==> src/rtl/gpio_pkg.sv <==
// Shared GPIO definitions: command opcodes, register map and initiator FSM states.
// Used by the bus initiator, the GPIO responder and the benches.
package gpio_pkg;

  typedef enum logic [2:0] {
    OP_REG_WR   = 3'd0,
    OP_REG_RD   = 3'd1,
    OP_PIN_SET  = 3'd2,
    OP_PIN_CLR  = 3'd3,
    OP_PIN_TGL  = 3'd4,
    OP_PIN_WAIT = 3'd5
  } gpio_op_e;

  localparam logic [7:0] GPIO_MODER = 8'h00;
  localparam logic [7:0] GPIO_IDR   = 8'h04;
  localparam logic [7:0] GPIO_ODR   = 8'h08;

  typedef enum logic [2:0] {
    ST_IDLE = 3'd0,
    ST_RD   = 3'd1,
    ST_WR   = 3'd2,
    ST_POLL = 3'd3,
    ST_RSP  = 3'd4
  } gpio_state_e;

endpackage

==> src/rtl/gpio_bus_initiator.sv <==
// Turns single GPIO commands into MODER/IDR/ODR bus cycles and returns one response each.
// Pin ops are read-modify-write on ODR; PIN_WAIT polls IDR with a 16-bit timeout.
module gpio_bus_initiator
  import gpio_pkg::*;
#(
  parameter int ADDR_W = 5,
  parameter int DATA_W = 32
) (
  input  logic              clk,
  input  logic              reset,
  input  logic              cmd_valid,
  output logic              cmd_ready,
  input  logic [2:0]        cmd_op,
  input  logic [ADDR_W-1:0] cmd_addr,
  input  logic [4:0]        cmd_pin,
  input  logic [DATA_W-1:0] cmd_data,
  output logic              rsp_valid,
  output logic [DATA_W-1:0] rsp_data,
  output logic              rsp_err,
  output logic              ce,
  output logic              wr_en,
  output logic [ADDR_W-1:0] addr,
  output logic [DATA_W-1:0] wdata,
  input  logic [DATA_W-1:0] rdata
);

  gpio_state_e       state_q, state_d;
  gpio_op_e          op_q, op_d;
  logic [ADDR_W-1:0] addr_q, addr_d;
  logic [4:0]        pin_q, pin_d;
  logic [DATA_W-1:0] data_q, data_d;  // write data, or RMW shadow
  logic              lvl_q, lvl_d;
  logic [15:0]       cnt_q, cnt_d;
  logic [DATA_W-1:0] rsp_data_q, rsp_data_d;
  logic              err_q, err_d;

  logic [DATA_W-1:0] mask;
  logic              bus_act;

  assign mask = {{(DATA_W-1){1'b0}}, 1'b1} << pin_q;

  always_ff @(posedge clk) begin
    if (!reset) begin
      state_q    <= ST_IDLE;
      op_q       <= OP_REG_WR;
      addr_q     <= '0;
      pin_q      <= '0;
      data_q     <= '0;
      lvl_q      <= 1'b0;
      cnt_q      <= '0;
      rsp_data_q <= '0;
      err_q      <= 1'b0;
    end else begin
      state_q    <= state_d;
      op_q       <= op_d;
      addr_q     <= addr_d;
      pin_q      <= pin_d;
      data_q     <= data_d;
      lvl_q      <= lvl_d;
      cnt_q      <= cnt_d;
      rsp_data_q <= rsp_data_d;
      err_q      <= err_d;
    end
  end

  always_comb begin
    state_d    = state_q;
    op_d       = op_q;
    addr_d     = addr_q;
    pin_d      = pin_q;
    data_d     = data_q;
    lvl_d      = lvl_q;
    cnt_d      = cnt_q;
    rsp_data_d = rsp_data_q;
    err_d      = err_q;
    case (state_q)
      ST_IDLE: begin
        if (cmd_valid) begin
          op_d       = gpio_op_e'(cmd_op);
          pin_d      = cmd_pin;
          data_d     = cmd_data;
          lvl_d      = cmd_data[16];
          cnt_d      = cmd_data[15:0];
          err_d      = 1'b0;
          rsp_data_d = '0;
          case (cmd_op)
            OP_REG_WR: begin
              addr_d  = cmd_addr & ~ADDR_W'(3);
              state_d = ST_WR;
            end
            OP_REG_RD: begin
              addr_d  = cmd_addr & ~ADDR_W'(3);
              state_d = ST_RD;
            end
            OP_PIN_SET, OP_PIN_CLR, OP_PIN_TGL: begin
              addr_d  = ADDR_W'(GPIO_ODR);
              state_d = ST_RD;
            end
            OP_PIN_WAIT: begin
              addr_d  = ADDR_W'(GPIO_IDR);
              state_d = ST_POLL;
            end
            default: begin
              // illegal op: error response without touching the bus
              addr_d  = '0;
              err_d   = 1'b1;
              state_d = ST_RSP;
            end
          endcase
        end
      end
      ST_RD: begin
        if (op_q == OP_REG_RD) begin
          rsp_data_d = rdata;
          state_d    = ST_RSP;
        end else begin
          case (op_q)
            OP_PIN_SET: data_d = rdata | mask;
            OP_PIN_CLR: data_d = rdata & ~mask;
            default:    data_d = rdata ^ mask;
          endcase
          state_d = ST_WR;
        end
      end
      ST_WR: begin
        rsp_data_d = data_q;
        state_d    = ST_RSP;
      end
      ST_POLL: begin
        if (rdata[pin_q] == lvl_q) begin
          rsp_data_d = rdata;
          state_d    = ST_RSP;
        end else if (cnt_q == 16'd0) begin
          rsp_data_d = rdata;
          err_d      = 1'b1;
          state_d    = ST_RSP;
        end else begin
          cnt_d = cnt_q - 16'd1;
        end
      end
      ST_RSP:  state_d = ST_IDLE;
      default: state_d = ST_IDLE;
    endcase
  end

  // Bus and handshake outputs decode from the state register only.
  assign bus_act   = (state_q == ST_RD) || (state_q == ST_WR) || (state_q == ST_POLL);
  assign ce        = bus_act;
  assign wr_en     = (state_q == ST_WR);
  assign addr      = bus_act ? addr_q : '0;
  assign wdata     = (state_q == ST_WR) ? data_q : '0;
  assign cmd_ready = (state_q == ST_IDLE);
  assign rsp_valid = (state_q == ST_RSP);
  assign rsp_data  = rsp_data_q;
  assign rsp_err   = err_q;

endmodule

==> config.mk <==
export PLATFORM = sky130hd
export DESIGN_NAME = gpio_bus_initiator
export DESIGN_NICKNAME = d
export VERILOG_FILES = /design/src/rtl/gpio_pkg.sv /design/src/rtl/gpio_bus_initiator.sv
export SDC_FILE = /design/constraint.sdc
export NUM_CORES = 1
export LEC_CHECK = 0
export CAP_MARGIN = 20
export CORE_MARGIN = 10
export CORE_UTILIZATION = 40
export CTS_CLUSTER_DIAMETER = 40
export DETAILED_ROUTE_END_ITERATION = 6
export GPL_TIMING_DRIVEN = 0
export PLACE_DENSITY = 0.76
export SYNTH_ARGS = -nofsm -noshare
export SYNTH_HDL_FRONTEND = slang
export SYNTH_SLANG_ARGS = --single-unit
==> constraint.sdc <==
create_clock -name clk -period 2.4 [get_ports clk]
set_input_delay 0.24 -clock clk [delete_from_list [all_inputs] [get_ports clk]]
set_output_delay 0.24 -clock clk [all_outputs]
set_load 0.1 [all_outputs]
==> results by group, run 1 <==
Outcome
  • Outcome: finished with violations
  • Violated checks: setup timing

Setup path
  • Sum of buffers and inverters on the critical path: 4
  • CP Launch Type: register
  • CP Data Required Time: 2.66 ns
  • Critical-path cell list: buf_8 -> mux2i_1 -> mux4_2 -> a311oi_4 -> buf_6 -> a211oi_4 -> nor3_4 -> buf_6 -> clkbuf_16 -> a21oi_1 -> a311oi_1
  • CP delay by family, top: multiplexers
  • Crit. End Element: register
  • CP max-delay cell: mux4_2
  • Most Frequent Cell on Critical Path: buf_6
  • WS Path Type: reg2reg
  • Crit path DAT: 3.03 ns
  • CP peak stage delay: 0.53 ns
  • Crit path max fanout: 7

Timing
  • Final worst slack: -0.371 ns
  • Relative slew slack: 33.0%
  • Max Slew Vio Count: 0
  • Fin crit period: 2.77 ns
  • Fin Hold WS: 0.249 ns
  • Post-route setup TNS: -16.35 ns
  • Peak Freq: 361 MHz
  • Period utilization: 115%
  • Final Hold Fails: 0
  • Clock skew: 0.0115 ns
  • Final setup violation count: 76
  • RSZ-0062 raised after global routing: true
  • Worst-Margin Slew: 1.00 ns

Yosys
  • Total number of yosys warnings: 0
  • Post-synthesis sequential element count: 96
  • Mapped Area: 6750 um^2
  • Post-synth EDFFs: 0
  • Mapped Cells: 884
  • Synth Flop Type: dfxtp_1
  • Synth cell types: 56
  • Syn_area_per_cell: 7.64 um^2
  • Seq/Total Area, Yosys: 28.5%
  • Asr flop ratio synth: 0%

Detailed routing
  • Vias: 7396
  • Mean number of vias per cell: 5.76
  • Max Used Layer: met4
  • WL final: 26600 um
  • DRC: 0
  • WL per Instance: 20.7 um
  • Initial DRC count: 678
  • M1 wire length: 10500 um
  • Final antenna-violating net count: 0
  • Detailed Routing Iterations Pass 1: 6
  • Routed wl met3: 2920 um
  • WL met2: 12600 um

Global route
  • Largest net degree at the start of global routing: 15
  • GRT Resource Usage Total: 23.0%
  • Initial antenna violation count: 1
  • Total gr overflow: 0
  • First-pass GRT wire length: 40700 um
  • Vias in the first global route: 7200

CTS
  • Worst-path clk slew: 0.07 ns
  • Clk_lat worst skew: 0.36 ns
  • Max clock buf depth: 2
  • CTS buffer count: 9
  • Sink Count: 96
  • CTS Root Cell: clkbuf_16
  • H-tree levels: 3
  • TritonCTS clock tree: built

Layout
  • Area growth, synth to finish: 38.4%
  • Share of cells above drive strength 1: 15.4%
  • Final net count: 1205
  • Design area: 9350 um^2
  • Non-filler cells, final: 1285

Job
  • Max_cap viols: 0

Die
  • Die Y: 150 um
  • Io pins: 154
  • Initial Util: 40.7%
  • Row count: 47
  • Core area: 16600 um^2
  • Die area: 22500 um^2
  • Chip Width: 150 um

Power and ir drop
  • VDD IR-drop max: 0.361 mV
  • Power Density: 636 nW/um^2
  • P_leak: 3.63 nW

Placed design
  • HPWL after DPL: 20300 um
  • Dpl cells: 1253
  • GPL Wtd Cong: 1.02
  • Placement Cell Area: 8530 um^2
  • PortBufs: 148

Min path
  • HP Class: in2reg
-- Yosys cell counts (all sizes together), types with 2 or more instances --
master / instances / area (um^2)
inv: 38 / 143
o32ai: 2 / 17.5
mux4: 3 / 67.6
o21a: 2 / 15.0
clkbuf: 58 / 218
xor2: 2 / 17.5
nor2: 64 / 240
a2111oi: 2 / 17.5
or2: 2 / 12.5
nor3b: 8 / 60.1
mux2: 2 / 22.5
and3b: 4 / 35.0
ha: 66 / 826
o31ai: 5 / 37.5
a2bb2oi: 2 / 17.5
buf: 21 / 134
o221a: 3 / 33.8
a31oi: 4 / 25.0
nand2b: 2 / 12.5
and2: 40 / 250
a21oi: 130 / 651
o22ai: 3 / 18.8
nand3: 6 / 30.0
dfxtp: 96 / 1920
and3: 2 / 12.5
o211ai: 65 / 488
or3: 8 / 50.1
nand3b: 2 / 15.0
a211oi: 5 / 42.5
a311oi: 46 / 409
mux2i: 13 / 130
a22oi: 2 / 20.0
nand2: 140 / 526
o21ai: 4 / 20.0
nor4: 2 / 12.5
nor3: 13 / 75.1
nor2b: 5 / 31.3
-- report_power, final --
part | switching, mW | internal (mW) | total (mW)
logic | 1.70 | 0.781 | 2.48
registers | 0.123 | 1.78 | 1.90
clock network | 0.621 | 0.942 | 1.56
-- placed cells by master, fill, tap and decap left out, drive strengths merged, types with 3 or more instances in the layout --
| master | n |
|---|---|
| a211oi | 5 |
| a21oi | 130 |
| a311oi | 46 |
| a31oi | 4 |
| and2 | 40 |
| and3b | 4 |
| buf | 61 |
| clkbuf | 77 |
| clkdlybuf4s15 | 4 |
| clkdlybuf4s50 | 108 |
| dfxtp | 96 |
| dlygate4sd2 | 3 |
| ha | 66 |
| inv | 37 |
| mux2i | 13 |
| mux4 | 3 |
| nand2 | 140 |
| nand3 | 6 |
| nor2 | 64 |
| nor2b | 5 |
| nor3 | 14 |
| nor3b | 8 |
| o211ai | 65 |
| o21ai | 4 |
| o221a | 3 |
| o22ai | 3 |
| o31ai | 5 |
| or3 | 8 |
-- cell families (layout without fill, tap and decap cells) --
logic type | Yosys count | count (layout) | share of synthesized area, %
simple gates | 301 | 302 | 20.6
compound gates | 281 | 281 | 27.7
buf+inv | 118 | 296 | 7.38
flops | 96 | 96 | 28.5
fa+ha+maj | 66 | 66 | 12.2
mux | 18 | 18 | 3.26
xor+xnor | 3 | 3 | 0.389
other cells | 1 | 3 | 0.0555
-- flip-flops by register name, summed over array words and instances, names as in the netlist --
register and flops:
addr_q 3, data_q 32, cnt_q 16, lvl_q 1, rsp_err 1, op_q 3
pin_q 5, rsp_data 32, state_q 3
-- metal layers --
| metal | up-vias | GRT usage (%) |
|---|---|---|
| met5 | - | 0 |
| met3 | 42 | 5.56 |
| met1 | 3448 | 28.4 |
| met4 | 0 | 8.26 |
| met2 | 392 | 38.1 |
| li1 | 3514 | - |
-- area by class of cell --
cell class,instances,area (um^2)
fill,1522,7240
multi-input combinational,672,4680
sequential,96,1920
timing repair buffer,164,1590
buffer,77,410
tap,220,275
clock buffer,13,250
inverter,39,150
clock inverter,3,65.1
antenna,1,2.50
-- worst register-to-register path: stages, from the launching register on --
cell	delay, ns
dfxtp_2	0.33
buf_8	0.14
mux2i_1	0.15
mux4_2	0.53
a311oi_4	0.31
buf_6	0.16
a211oi_4	0.08
nor3_4	0.33
buf_6	0.21
clkbuf_16	0.16
a21oi_1	0.06
a311oi_1	0.21
-- repair_timing --
item | 4_1_cts | 5_1_grt
resized for setup | 242 | 68
buffers inserted | 5 | 4
cloned | 7 | 1
pin swaps | 23 | 28
endpoints found under the setup margin | 104 | 117
hold buffers | 0 | 0
-- worst paths after layout --
| kind | startpoint | endpoint | slack [ns] | cells past startpoint |
|---|---|---|---|---|
| setup / recovery | pin_q[1] | rsp_data[1] | -0.37 | 11 |
| setup reg to reg | pin_q[1] | rsp_data[1] | -0.37 | 11 |
| hold / removal | cmd_op[2] | op_q[2] | 0.25 | 3 |
| hold reg to reg | data_q[29] | data_q[29] | 0.45 | 2 |
-- per-stage QoR --
stage / setup WS, ns / total power, mW / utilization [%]
after floorplan: -0.0457 / 3.51 / -
after global placement: -0.930 / 4.18 / 51.5
after detailed placement: -0.944 / 4.21 / 51.5
after CTS: -0.263 / 5.85 / 54.8
after global routing: -0.427 / 6.20 / 56.4
final: -0.371 / 5.94 / 56.4
Note: power is estimated with default switching activity, not from simulation.
==> run 2, diff against run 1 <==
SKIP_LAST_GASP = 1   (was not set)
==> run 2 against run 1 <==
The run still ends with setup timing left. Combinational power barely moved. Via count rose by 0.12%. Register-to-register slack about the same. Setup slack worse by 0.015 ns. Fmax down 0.54%. Largest cell class unchanged. Critical path type unchanged. Design area is 0.25% lower. Die area is the same. Clock skew barely moved. Global-route usage unchanged.
==> results by group, run 2 (synthesis gave the netlist of run 1 again) <==
Setup path
  • Critical-path cell list: buf_8 -> mux2i_1 -> mux4_2 -> a311oi_4 -> buf_6 -> a211oi_4 -> nor3_4 -> buf_6 -> clkbuf_16 -> a21oi_1 -> a311oi_1 (unchanged)
  • WS Path Type: reg2reg (unchanged)
  • Crit. End Element: register (unchanged)
  • CP peak stage delay: 0.53 ns (about the same)
  • Most Frequent Cell on Critical Path: buf_6 (unchanged)
  • Crit path max fanout: 7 (unchanged)
  • CP Data Required Time: 2.66 ns (about the same)
  • CP max-delay cell: mux4_2 (unchanged)
  • Crit path DAT: 3.05 ns (was 3.03 ns)
  • Cell count of the worst reg-to-reg path: 11 (unchanged)
  • CP Launch Type: register (unchanged)

Layout
  • Area growth, synth to finish: 38.1% (was 38.4%)
  • Final net count: 1205 (unchanged)
  • Commonest non-fill, non-tap cell in the layout: nand2_1 (unchanged)
  • Area of the multi-input gates: 4660 um^2 (was 4680 um^2)
  • FF+latch area: 1920 um^2 (unchanged)
  • Share of cells above drive strength 1: 14.8% (was 15.4%)
  • Non-filler cells, final: 1285 (unchanged)
  • Most frequent cells in the layout: nand2_1 (140), a21oi_1 (119), clkdlybuf4s50_1 (108), dfxtp_1 (95), ha_1 (66) (was nand2_1 (138), a21oi_1 (115), clkdlybuf4s50_1 (108), dfxtp_1 (95), ha_1 (66))
  • Design area: 9320 um^2 (was 9350 um^2)
  • Filler cells: 1521 (was 1522)

Timing
  • Final Hold Fails: 0 (unchanged)
  • Final setup violation count: 73 (was 76)
  • Fin crit period: 2.79 ns (was 2.77 ns)
  • Final worst slack: -0.386 ns (was -0.371 ns)
  • Period utilization: 116% (was 115%)
  • Max Slew Vio Count: 0 (unchanged)
  • Peak Freq: 359 MHz (was 361 MHz)
  • Worst-Margin Slew: 1.00 ns (about the same)
  • Clock skew: 0.0112 ns (was 0.0115 ns)
  • RSZ-0062 raised after global routing: true (unchanged)
  • Fin Hold WS: 0.252 ns (was 0.249 ns)
  • Relative slew slack: 33.0% (about the same)

Detailed routing
  • WL per Instance: 20.7 um (about the same)
  • DRC: 0 (unchanged)
  • Vias: 7405 (was 7396)
  • Detailed Routing Iterations Pass 1: 6 (unchanged)
  • WL final: 26600 um (about the same)
  • Initial DRC count: 686 (was 678)
  • Final antenna-violating net count: 0 (unchanged)
  • Mean number of vias per cell: 5.76 (about the same)

CTS
  • Max clock buf depth: 2 (unchanged)
  • H-tree levels: 3 (unchanged)
  • TritonCTS clock tree: built (unchanged)
  • CTS Root Cell: clkbuf_16 (unchanged)
  • Sink Count: 96 (unchanged)
  • Clk_lat worst skew: 0.36 ns (about the same)
  • CTS buffer count: 9 (unchanged)
  • Worst-path clk slew: 0.07 ns (about the same)
  • Cts hold-fix bufs: 0 (unchanged)

Min path
  • Hold-critical path depth: 3 (unchanged)
  • HP Class: in2reg (unchanged)

Die
  • Die Y: 150 um (unchanged)
  • Initial Util: 40.7% (unchanged)
  • Die area: 22500 um^2 (unchanged)
  • Row count: 47 (unchanged)
  • Chip Width: 150 um (unchanged)
  • Io pins: 154 (unchanged)
  • Core area: 16600 um^2 (unchanged)

Placed design
  • Dpl cells: 1253 (unchanged)
  • HPWL after DPL: 20300 um (unchanged)
  • PortBufs: 148 (unchanged)
  • Placement Cell Area: 8530 um^2 (unchanged)
  • GPL Wtd Cong: 1.02 (unchanged)

Outcome
  • Violated checks: setup timing (unchanged)
  • Outcome: finished with violations (unchanged)

Job
  • Max_cap viols: 0 (unchanged)

Global route
  • Vias in the first global route: 7200 (unchanged)
  • First-pass GRT wire length: 40700 um (unchanged)
  • GRT Max-Usage Layer: met2 (unchanged)
  • GRT Resource Usage Total: 23.0% (unchanged)
  • Met3 GRT Util: 5.56% (unchanged)
  • Total gr overflow: 0 (unchanged)
  • Initial antenna violation count: 1 (unchanged)
  • Largest net degree at the start of global routing: 15 (unchanged)
  • Grt met2 use: 38.1% (unchanged)
  • Met1 Use GR: 28.4% (unchanged)

Power and ir drop
  • VDD IR-drop max: 0.364 mV (was 0.361 mV)
  • Total power: 5.94 mW (about the same)
  • Power Density: 637 nW/um^2 (was 636 nW/um^2)
  • P_leak: 3.62 nW (was 3.63 nW)
run 2: cell types whose count changed in the layout (fill, tap and decap cells not counted), moves of 2 or more:
cell	change
a21oi_1	+4
a21oi_2	-4
nand2_1	+2
nand2_2	-2
run 2: power breakdown:
group	total [mW]	internal (mW)	leakage, nW	switching, mW
logic	2.47	0.778	2.68	1.69
clock network	1.57	0.942	0.154	0.625
registers	1.90	1.78	0.792	0.122
run 2: metal layers:
layer	wire length, um	vias up
met5	0	-
met4	656	0
met3	2810	44
met2	12500	404
met1	10700	3434
li1	-	3523
run 2: layout make-up:
type | count | share of cell area (%)
clock inverters | 3 | 0.698
multi-input cells | 672 | 49.9
plain buffers | 77 | 4.36
diodes | 1 | 0.0268
inverters | 39 | 1.61
well taps | 220 | 2.95
flip-flops and latches | 96 | 20.6
repair buffers | 164 | 17.1
clock buffers | 13 | 2.68
run 2: worst paths after layout:
| kind | startpoint | to | slack (ns) |
|---|---|---|---|
| worst min register to register | data_q[23] | data_q[23] | 0.45 |
| worst min-delay path | cmd_op[2] | op_q[2] | 0.25 |
| worst max-delay path | pin_q[1] | rsp_data[1] | -0.39 |
| worst max register to register | pin_q[1] | rsp_data[1] | -0.39 |
run 2: worst max-delay path: cells and delay by family, from the launching register on:
family / cells / cell delay, ns
buffers and inverters: 4 / 0.66
multiplexers: 2 / 0.68
flip-flops: 1 / 0.33
AND/OR/NAND/NOR: 1 / 0.34
AO/OA/AOI/OAI: 4 / 0.67
run 2: metrics by stage:
step / worst slack (ns) / util, % / TNS, ns
2_1_floorplan: -0.0457 / - / -0.0457
3_3_place_gp: -0.930 / 51.5 / -67.04
3_5_place_dp: -0.944 / 51.5 / -69.78
4_1_cts: -0.263 / 54.8 / -11.50
5_1_grt: -0.429 / 56.2 / -21.14
6_report: -0.386 / 56.2 / -16.60
run 2: timing repair:
action / in CTS / in global routing
resized for setup: 241 / 61
buffers inserted: 5 / 4
endpoints found under the hold margin: 0 / 0
endpoints found under the setup margin: 104 / 117
pin swaps: 23 / 28
cloned: 7 / 1
